`src/rtl/alu_issue_queue.sv`:
```
// alu_issue_queue: buffers ALU commands, issues one per cycle to a registered
// ALU, tags each issue with a token that tracks the ALU latency, and collects
// the tagged results into an in-order result FIFO guarded by slot credits.
//
// Handshakes: a transfer happens on a rising edge where valid and ready are
// both high. The producer may not retract valid before the transfer. Ready
// never depends combinationally on valid (o_cmd_ready is !cmd_full and
// o_res_valid is !res_empty, both purely registered).
module alu_issue_queue #(
  parameter int N       = 4,
  parameter int M       = 8,
  parameter int K       = 8,
  parameter int DEPTH   = 4,
  parameter int RDEPTH  = 4,
  parameter int ALU_LAT = 1
) (
  input  logic         i_clk,
  input  logic         i_reset,
  input  logic         i_cmd_valid,
  output logic         o_cmd_ready,
  input  logic [N-1:0] i_cmd_op,
  input  logic [M-1:0] i_cmd_A,
  input  logic [M-1:0] i_cmd_B,
  output logic [N-1:0] o_alu_op,
  output logic [M-1:0] o_alu_A,
  output logic [M-1:0] o_alu_B,
  input  logic [K-1:0] i_alu_result,
  input  logic [3:0]   i_alu_status,
  output logic         o_res_valid,
  input  logic         i_res_ready,
  output logic [K-1:0] o_res_data,
  output logic [3:0]   o_res_status,
  output logic         o_busy
);

  localparam int CW  = N + 2 * M;
  localparam int RW  = K + 4;
  localparam int CAW = $clog2(DEPTH);
  localparam int RAW = $clog2(RDEPTH);
  localparam int IFW = $clog2(ALU_LAT + 2);

  logic [CW-1:0]    cmd_mem_q [DEPTH];
  logic [CAW-1:0]   cmd_wr_q, cmd_wr_d, cmd_rd_q, cmd_rd_d;
  logic [CAW:0]     cmd_cnt_q, cmd_cnt_d;

  logic [RW-1:0]    res_mem_q [RDEPTH];
  logic [RAW-1:0]   res_wr_q, res_wr_d, res_rd_q, res_rd_d;
  logic [RAW:0]     res_cnt_q, res_cnt_d;

  logic [ALU_LAT:0] tok_q, tok_d;
  logic [IFW-1:0]   inflight_q, inflight_d;

  logic [N-1:0]     alu_op_q, alu_op_d;
  logic [M-1:0]     alu_a_q, alu_a_d;
  logic [M-1:0]     alu_b_q, alu_b_d;

  logic             cmd_full, res_full, credit_ok;
  logic             push, issue, capture, pop;
  logic [RW-1:0]    res_head;

  // Handshake and credit decisions from registered state only.
  always_comb begin
    cmd_full  = (cmd_cnt_q == (CAW + 1)'(DEPTH));
    res_full  = (res_cnt_q == (RAW + 1)'(RDEPTH));
    // A result slot is reserved at issue time so capture can never overflow.
    credit_ok = (32'(res_cnt_q) + 32'(inflight_q)) < 32'(RDEPTH);
    push      = i_cmd_valid && !cmd_full;
    issue     = (cmd_cnt_q != '0) && credit_ok;
    // The oldest token stage marks the edge at which the ALU result is valid.
    capture   = tok_q[ALU_LAT];
    pop       = (res_cnt_q != '0) && i_res_ready;
  end

  // Next-state for pointers, counts, the token pipe and the ALU drive registers.
  always_comb begin
    cmd_wr_d   = cmd_wr_q + CAW'(push);
    cmd_rd_d   = cmd_rd_q + CAW'(issue);
    cmd_cnt_d  = cmd_cnt_q + (CAW + 1)'(push) - (CAW + 1)'(issue);
    res_wr_d   = res_wr_q + RAW'(capture);
    res_rd_d   = res_rd_q + RAW'(pop);
    res_cnt_d  = res_cnt_q + (RAW + 1)'(capture) - (RAW + 1)'(pop);
    tok_d      = {tok_q[ALU_LAT-1:0], issue};
    inflight_d = inflight_q + IFW'(issue) - IFW'(capture);
    alu_op_d   = alu_op_q;
    alu_a_d    = alu_a_q;
    alu_b_d    = alu_b_q;
    // Without an issue the ALU inputs hold; its untagged output is ignored.
    if (issue) begin
      {alu_op_d, alu_a_d, alu_b_d} = cmd_mem_q[cmd_rd_q];
    end
  end

  // Control state register with synchronous reset.
  always_ff @(posedge i_clk) begin
    if (i_reset) begin
      cmd_wr_q   <= '0;
      cmd_rd_q   <= '0;
      cmd_cnt_q  <= '0;
      res_wr_q   <= '0;
      res_rd_q   <= '0;
      res_cnt_q  <= '0;
      tok_q      <= '0;
      inflight_q <= '0;
      alu_op_q   <= '0;
      alu_a_q    <= '0;
      alu_b_q    <= '0;
    end else begin
      cmd_wr_q   <= cmd_wr_d;
      cmd_rd_q   <= cmd_rd_d;
      cmd_cnt_q  <= cmd_cnt_d;
      res_wr_q   <= res_wr_d;
      res_rd_q   <= res_rd_d;
      res_cnt_q  <= res_cnt_d;
      tok_q      <= tok_d;
      inflight_q <= inflight_d;
      alu_op_q   <= alu_op_d;
      alu_a_q    <= alu_a_d;
      alu_b_q    <= alu_b_d;
    end
  end

  // Command storage; contents need no reset because the count gates reads.
  always_ff @(posedge i_clk) begin
    if (push) begin
      cmd_mem_q[cmd_wr_q] <= {i_cmd_op, i_cmd_A, i_cmd_B};
    end
  end

  // Result storage; captures the ALU output when a tagged token retires.
  always_ff @(posedge i_clk) begin
    if (capture && !i_reset) begin
      res_mem_q[res_wr_q] <= {i_alu_status, i_alu_result};
    end
  end

  // Credits make a capture into a full result FIFO impossible.
  res_no_overflow: assert property (@(posedge i_clk) disable iff (i_reset)
    !(capture && res_full));

  // Output drive.
  always_comb begin
    res_head     = res_mem_q[res_rd_q];
    o_cmd_ready  = !cmd_full;
    o_alu_op     = alu_op_q;
    o_alu_A      = alu_a_q;
    o_alu_B      = alu_b_q;
    o_res_valid  = (res_cnt_q != '0);
    o_res_data   = res_head[K-1:0];
    o_res_status = res_head[RW-1:K];
    o_busy       = (cmd_cnt_q != '0) || (inflight_q != '0) || (res_cnt_q != '0);
  end

endmodule

```
`config.mk`:
```
export PLATFORM = sky130hd
export DESIGN_NAME = alu_issue_queue
export DESIGN_NICKNAME = d
export VERILOG_FILES = /design/src/rtl/alu_issue_queue.sv
export SDC_FILE = /design/constraint.sdc
export NUM_CORES = 1
export LEC_CHECK = 0
export CORE_MARGIN = 3
export CORE_UTILIZATION = 40
export DETAILED_ROUTE_END_ITERATION = 8
export GPL_TIMING_DRIVEN = 0
export MAX_ROUTING_LAYER = met4
export PLACE_DENSITY_LB_ADDON = 0.15
export SLEW_MARGIN = 0
export SYNTH_ARGS = -nofsm -noshare
export SYNTH_HDL_FRONTEND = slang
export SYNTH_SLANG_ARGS = --single-unit
```
`constraint.sdc`:
```
create_clock -name i_clk -period 5.5 [get_ports i_clk]
set_input_delay 1.1 -clock i_clk [delete_from_list [all_inputs] [get_ports i_clk]]
set_output_delay 1.1 -clock i_clk [all_outputs]
set_load 0.05 [all_outputs]
```
Word level (Yosys, flattened, before mapping)
Memories as Yosys holds them, arrays and structs flattened. A register that Yosys moved wholly into a read port is not among the register bits.
Index checks and enable logic that the tools add are counted.
{ "word_totals": {"register_bits": 18, "mem_bits_rw": 128, "inputBits": 36, "out_inout_bits": 35, "elab_cells": 39, "memories": 2} }
{ "classes": {"add_sub_neg": 11, "n_lt_le_gt_ge": 1, "n_eq_ne": 1, "mux": 5, "n_reduce_logical": 11} }
{ "mem_list": {"columns": ["memory", "words", "word_bits", "rd", "rd_ports_with_merged_regs", "write_ports", "line", "rtl"], "rows": [
  ["cmd_mem_q", 4, 20, 1, 1, 1, "42", "logic [CW-1:0] cmd_mem_q [DEPTH];"],
  ["res_mem_q", 4, 12, 1, 1, 1, "46", "logic [RW-1:0] res_mem_q [RDEPTH];"]
]} }
{ "ops": {"columns": ["cell", "count"], "rows": [
  ["2-bit by 1-bit adder with 2-bit output", 5],
  ["3-bit by 1-bit adder with 3-bit output", 2],
  ["3-bit nonzero test", 2],
  ["3-bit by 1-bit subtractor with 3-bit output", 2],
  ["3-bit by 2-bit adder with 4-bit output", 1],
  ["1-bit logical AND", 4],
  ["4-bit by 3-bit < comparator with 1-bit output, second input constant", 1],
  ["1-bit 2-to-1 mux", 4],
  ["3-bit equality test, second input constant", 1],
  ["1-bit logical NOT", 2],
  ["1-bit logical OR", 2],
  ["2-bit 2-to-1 mux", 1],
  ["2-bit nonzero test", 1],
  ["2-bit by 1-bit subtractor with 2-bit output", 1]
]} }

Depth between registers and ports, before layout
{ "logic_depth": {"depth_word": 5, "depth_mapped": 11} }

Least setup slack after synthesis
No wires, ideal clock.
{ "synth_timing": {"path_type": "in2reg", "startpoint": "input i_cmd_valid", "endpoint": "memory cmd_mem_q[1][0] (netlist name), enable pin", "setup_ns": 0.427, "t_arrival_ns": 2.742, "setup_slack_ns": 2.331, "stages": 2, "path_buffers": 0, "cell_sequence": "nand2_2 -> nor3b_1"} }
{ "synth_via": {"elab_chain_len": 3} }
{ "synth_lines": {"columns": ["item", "line", "rtl"], "rows": [
  ["start: declaration", "19", "input logic i_cmd_valid,"],
  ["1-bit logical AND", "67", "push = i_cmd_valid && !cmd_full;"],
  ["1-bit 2-to-1 mux", "124", "if (push) begin"],
  ["1-bit 2-to-1 mux (not written as such)", "125", "cmd_mem_q[cmd_wr_q] <= {i_cmd_op, i_cmd_A, i_cmd_B};"],
  ["end: declaration", "42", null]
]} }
Every way passes these cells.

Final worst setup path
{ "layout_timing": {"startpoint": "register cmd_cnt_q[2]", "endpoint": "output o_busy"} }
{ "layout_via": {"elab_chain_len": 3} }
{ "layout_lines": {"columns": ["item", "line", "rtl"], "rows": [
  ["start: declaration", "44", "logic [CAW:0] cmd_cnt_q, cmd_cnt_d;"],
  ["start signal: assignment", "110", "cmd_cnt_q <= cmd_cnt_d;"],
  ["3-bit nonzero test", "150", "o_busy = (cmd_cnt_q != '0) || (inflight_q != '0) || (res_cnt_q != '0);"],
  ["1-bit logical OR (2 in series)", "150", null],
  ["end: declaration", "33", "output logic o_busy"]
]} }
Every way passes these cells.

==> impl_metrics.csv <==
group,metric,value,unit
outcome,status,"finished, final reports clean",
timing,fin_skew,0.00532,ns
finish,multi_input_area,0.00162,mm2
clock_network,numCtsBuffers,17,
worst_setup_path,cp.required,4.40,ns
finish,drive_above_1_share,18.5,%
floorplanning,die_h,132,um
finish,nets,500,
clock_network,insertion_delay,0.41,ns
run,max-cap-violations,0,
placement,dp_cells,643,
global_route,grt_max_degree,21,
power,power.total,4.20,mW
worst_setup_path,worst-path-max-fanout,4,
synth,ys_types,31,
timing,fin_tns_setup,0,ns
global_route,grt_antenna_before_repair,0,
synth,synthArstFlopShare,0,%
worst_setup_path,endpoint_kind,"output pin",
route,routedWlPerCell,18.4,um
placement,place_ws,2.10,ns
finish,layoutNonFillerInstCount,675,
floorplanning,rows,45,
synth,avgSynthCellArea,18.0,um2
worst_setup_path,critPathLaunchType,"flip-flop",
route,first_iter_violations,330,
synth,synth.most_common_cell,"edfxtp_1",
placement,gp_congestion,0.798,
route,avgViaCountPerCell,5.08,
power,irDropWorstVdd,0.364,mV
synth,seq_area_frac_synth,72.7,%
timing,tightest_slew,1.13,ns
timing,fmax,282,MHz
clock_network,cts_hold_buf,0,
timing,worst_slew_margin_rel,25.0,%
floorplanning,die-area,0.0174,mm2
floorplanning,ios,71,
timing,slew_violations,0,
synth,synth_area,0.00633,mm2
finish,diodes,0,
synth,synth_edf_count,128,
floorplanning,initial_core_util,41.2,%
floorplanning,die_w,132,um
clock_network,cts_tree,"yes",
timing,rsz0062_at_grt,"no",
global_route,grt_pass1_vias,3770,
route,postRouteAntennaNets,0,
timing,setup_viol,0,
power,leakagePower,2.74,nW
global_route,grt_use_total,15.8,%
finish,fill_cells,1254,
timing,period_share,64.6,%
hold_path,min_path_type,"flip-flop to flip-flop",
clock_network,cts_setup_buffers,0,
synth,synth_ff_type,"edfxtp_1",
synth,syn_inst,352,
global_route,grt_pass1_wl,20.4,mm
clock_network,root_buffer,"clkbuf_16",
placement,port_buffers,70,
synth,synth.area.top_cells,"edfxtp_1 61%, dfxtp_1 12%, mux4_2 11%",
synth,ys_warn_count,0,
clock_network,htreeDepth,4,
global_route,grt_overflow_total,0,
synth,synth_top_area_share,60.7,%
clock_network,cts_buffer_depth,2,
worst_setup_path,worstPathArrival,2.45,ns
synth,syn-num-nets,401,
clock_network,cts_resized,0,
floorplanning,coreArea,0.0154,mm2
clock_network,clkTransAtPathRegs,0.06,ns
finish,synthToLayoutAreaGrowth,26.6,%
worst_setup_path,critPathKind,"flip-flop to output pin",
clock_network,cts_sinks,166,
route,drc,0,
power,cellPowerDensity,524,mW/mm2
synth,synth.top_cells.by_count,"128 x edfxtp_1, 38 x dfxtp_1, 32 x mux4_2, 20 x nand2_1, 20 x nand4_1",
finish,register_area,0.00460,mm2
synth,synth_largest_area_cell,"edfxtp_1",
route,vias,3432,
timing,period_needed,3.55,ns
timing,fin_ws,1.95,ns
route,wl,12.4,mm
timing,hold_viol,0,
route,drtPass1Iterations,4,
placement,hpwl,8.56,mm
synth,ys_seq_elements,166,
==> report_power, final <==
group	leakage [nW]	total (mW)	internal [mW]	switching [mW]
Combinational	0.990	1.41	0.554	0.855
Clock	0.275	1.15	0.675	0.475
Sequential	1.48	1.64	1.54	0.100
Total	2.74	4.20	2.77	1.43
==> registers in the layout (all words and copies together) (netlist names) <==
| signal | flops |
|---|---|
| o_alu_A | 8 |
| res_cnt_q | 3 |
| res_wr_q | 2 |
| res_mem_q | 48 |
| o_alu_B | 8 |
| cmd_mem_q | 80 |
| cmd_cnt_q | 3 |
| cmd_rd_q | 2 |
| o_alu_op | 4 |
| cmd_wr_q | 2 |
| tok_q | 2 |
| inflight_q | 2 |
| res_rd_q | 2 |
==> worst max-delay path, cell delays in order, from the launching register on <==
cell and delay [ns]:
dfxtp_1 0.34, or3_1 0.46, or4_1 0.52, clkdlybuf4s50_1 0.72
==> placed cells by master, fill, tap and decap left out, drive strengths merged, types with 10 or more instances in the layout <==
cell type	instances
nor2b	10
edfxtp	128
buf	16
ha	11
mux4	32
nand4	20
nand2	21
clkdlybuf4s50	70
dfxtp	38
inv	16
o311ai	20
clkbuf	35
==> per-stage QoR <==
step	hold WS, ns	cell area [um2]	utilization (%)
after detailed placement	0.434	7440	48.4
after global routing	0.462	8010	52.1
final	0.449	8010	52.1
after global placement	0.421	7300	47.5
after floorplan	0.414	6330	-
after CTS	0.455	8010	52.1
==> kinds of logic (layout without fill, tap and decap cells) <==
group                      Yosys count  count (layout)  share of synthesized area [%]
adders and majority gates           13              13                           2.81
xor gates and xnor gates            10              10                           1.38
muxes                               32              32                           11.4
buffers and inverters               33             145                           2.21
AOI/OAI and AO/OA                   21              21                           2.87
DFF                                166             166                           72.7
and+or+nand+nor                     77              77                           6.64
==> final cells by class <==
| type | count | share of cell area (%) |
|---|---|---|
| Clock buffer | 19 | 5.40 |
| Sequential cell | 166 | 57.5 |
| Inverter | 11 | 0.515 |
| Clock inverter | 13 | 1.81 |
| Buffer | 22 | 1.23 |
| Multi-Input combinational cell | 153 | 20.2 |
| Timing Repair Buffer | 80 | 10.1 |
| Tap cell | 211 | 3.29 |
==> per-layer routing <==
layer  vias up  wire length (um)  part of all wire, %  track usage (%)
li1       1605                 -                    -                -
met3        10               468                  3.8             4.05
met4         0               164                  1.3             5.08
met2        65              6580                   53             26.3
met5         -                 0                    0                -
met1      1752              5220                   42             19.0
==> worst paths after layout <==
path	from	endpoint	slack (ns)	cells after the start
max	cmd_cnt_q[2]	o_busy	1.95	3
min	tok_q[0]	tok_q[1]	0.45	1
max reg2reg	res_cnt_q[1]	cmd_cnt_q[2]	2.88	11
min reg2reg	tok_q[0]	tok_q[1]	0.45	1
Note: power is estimated with default switching activity, not from simulation.
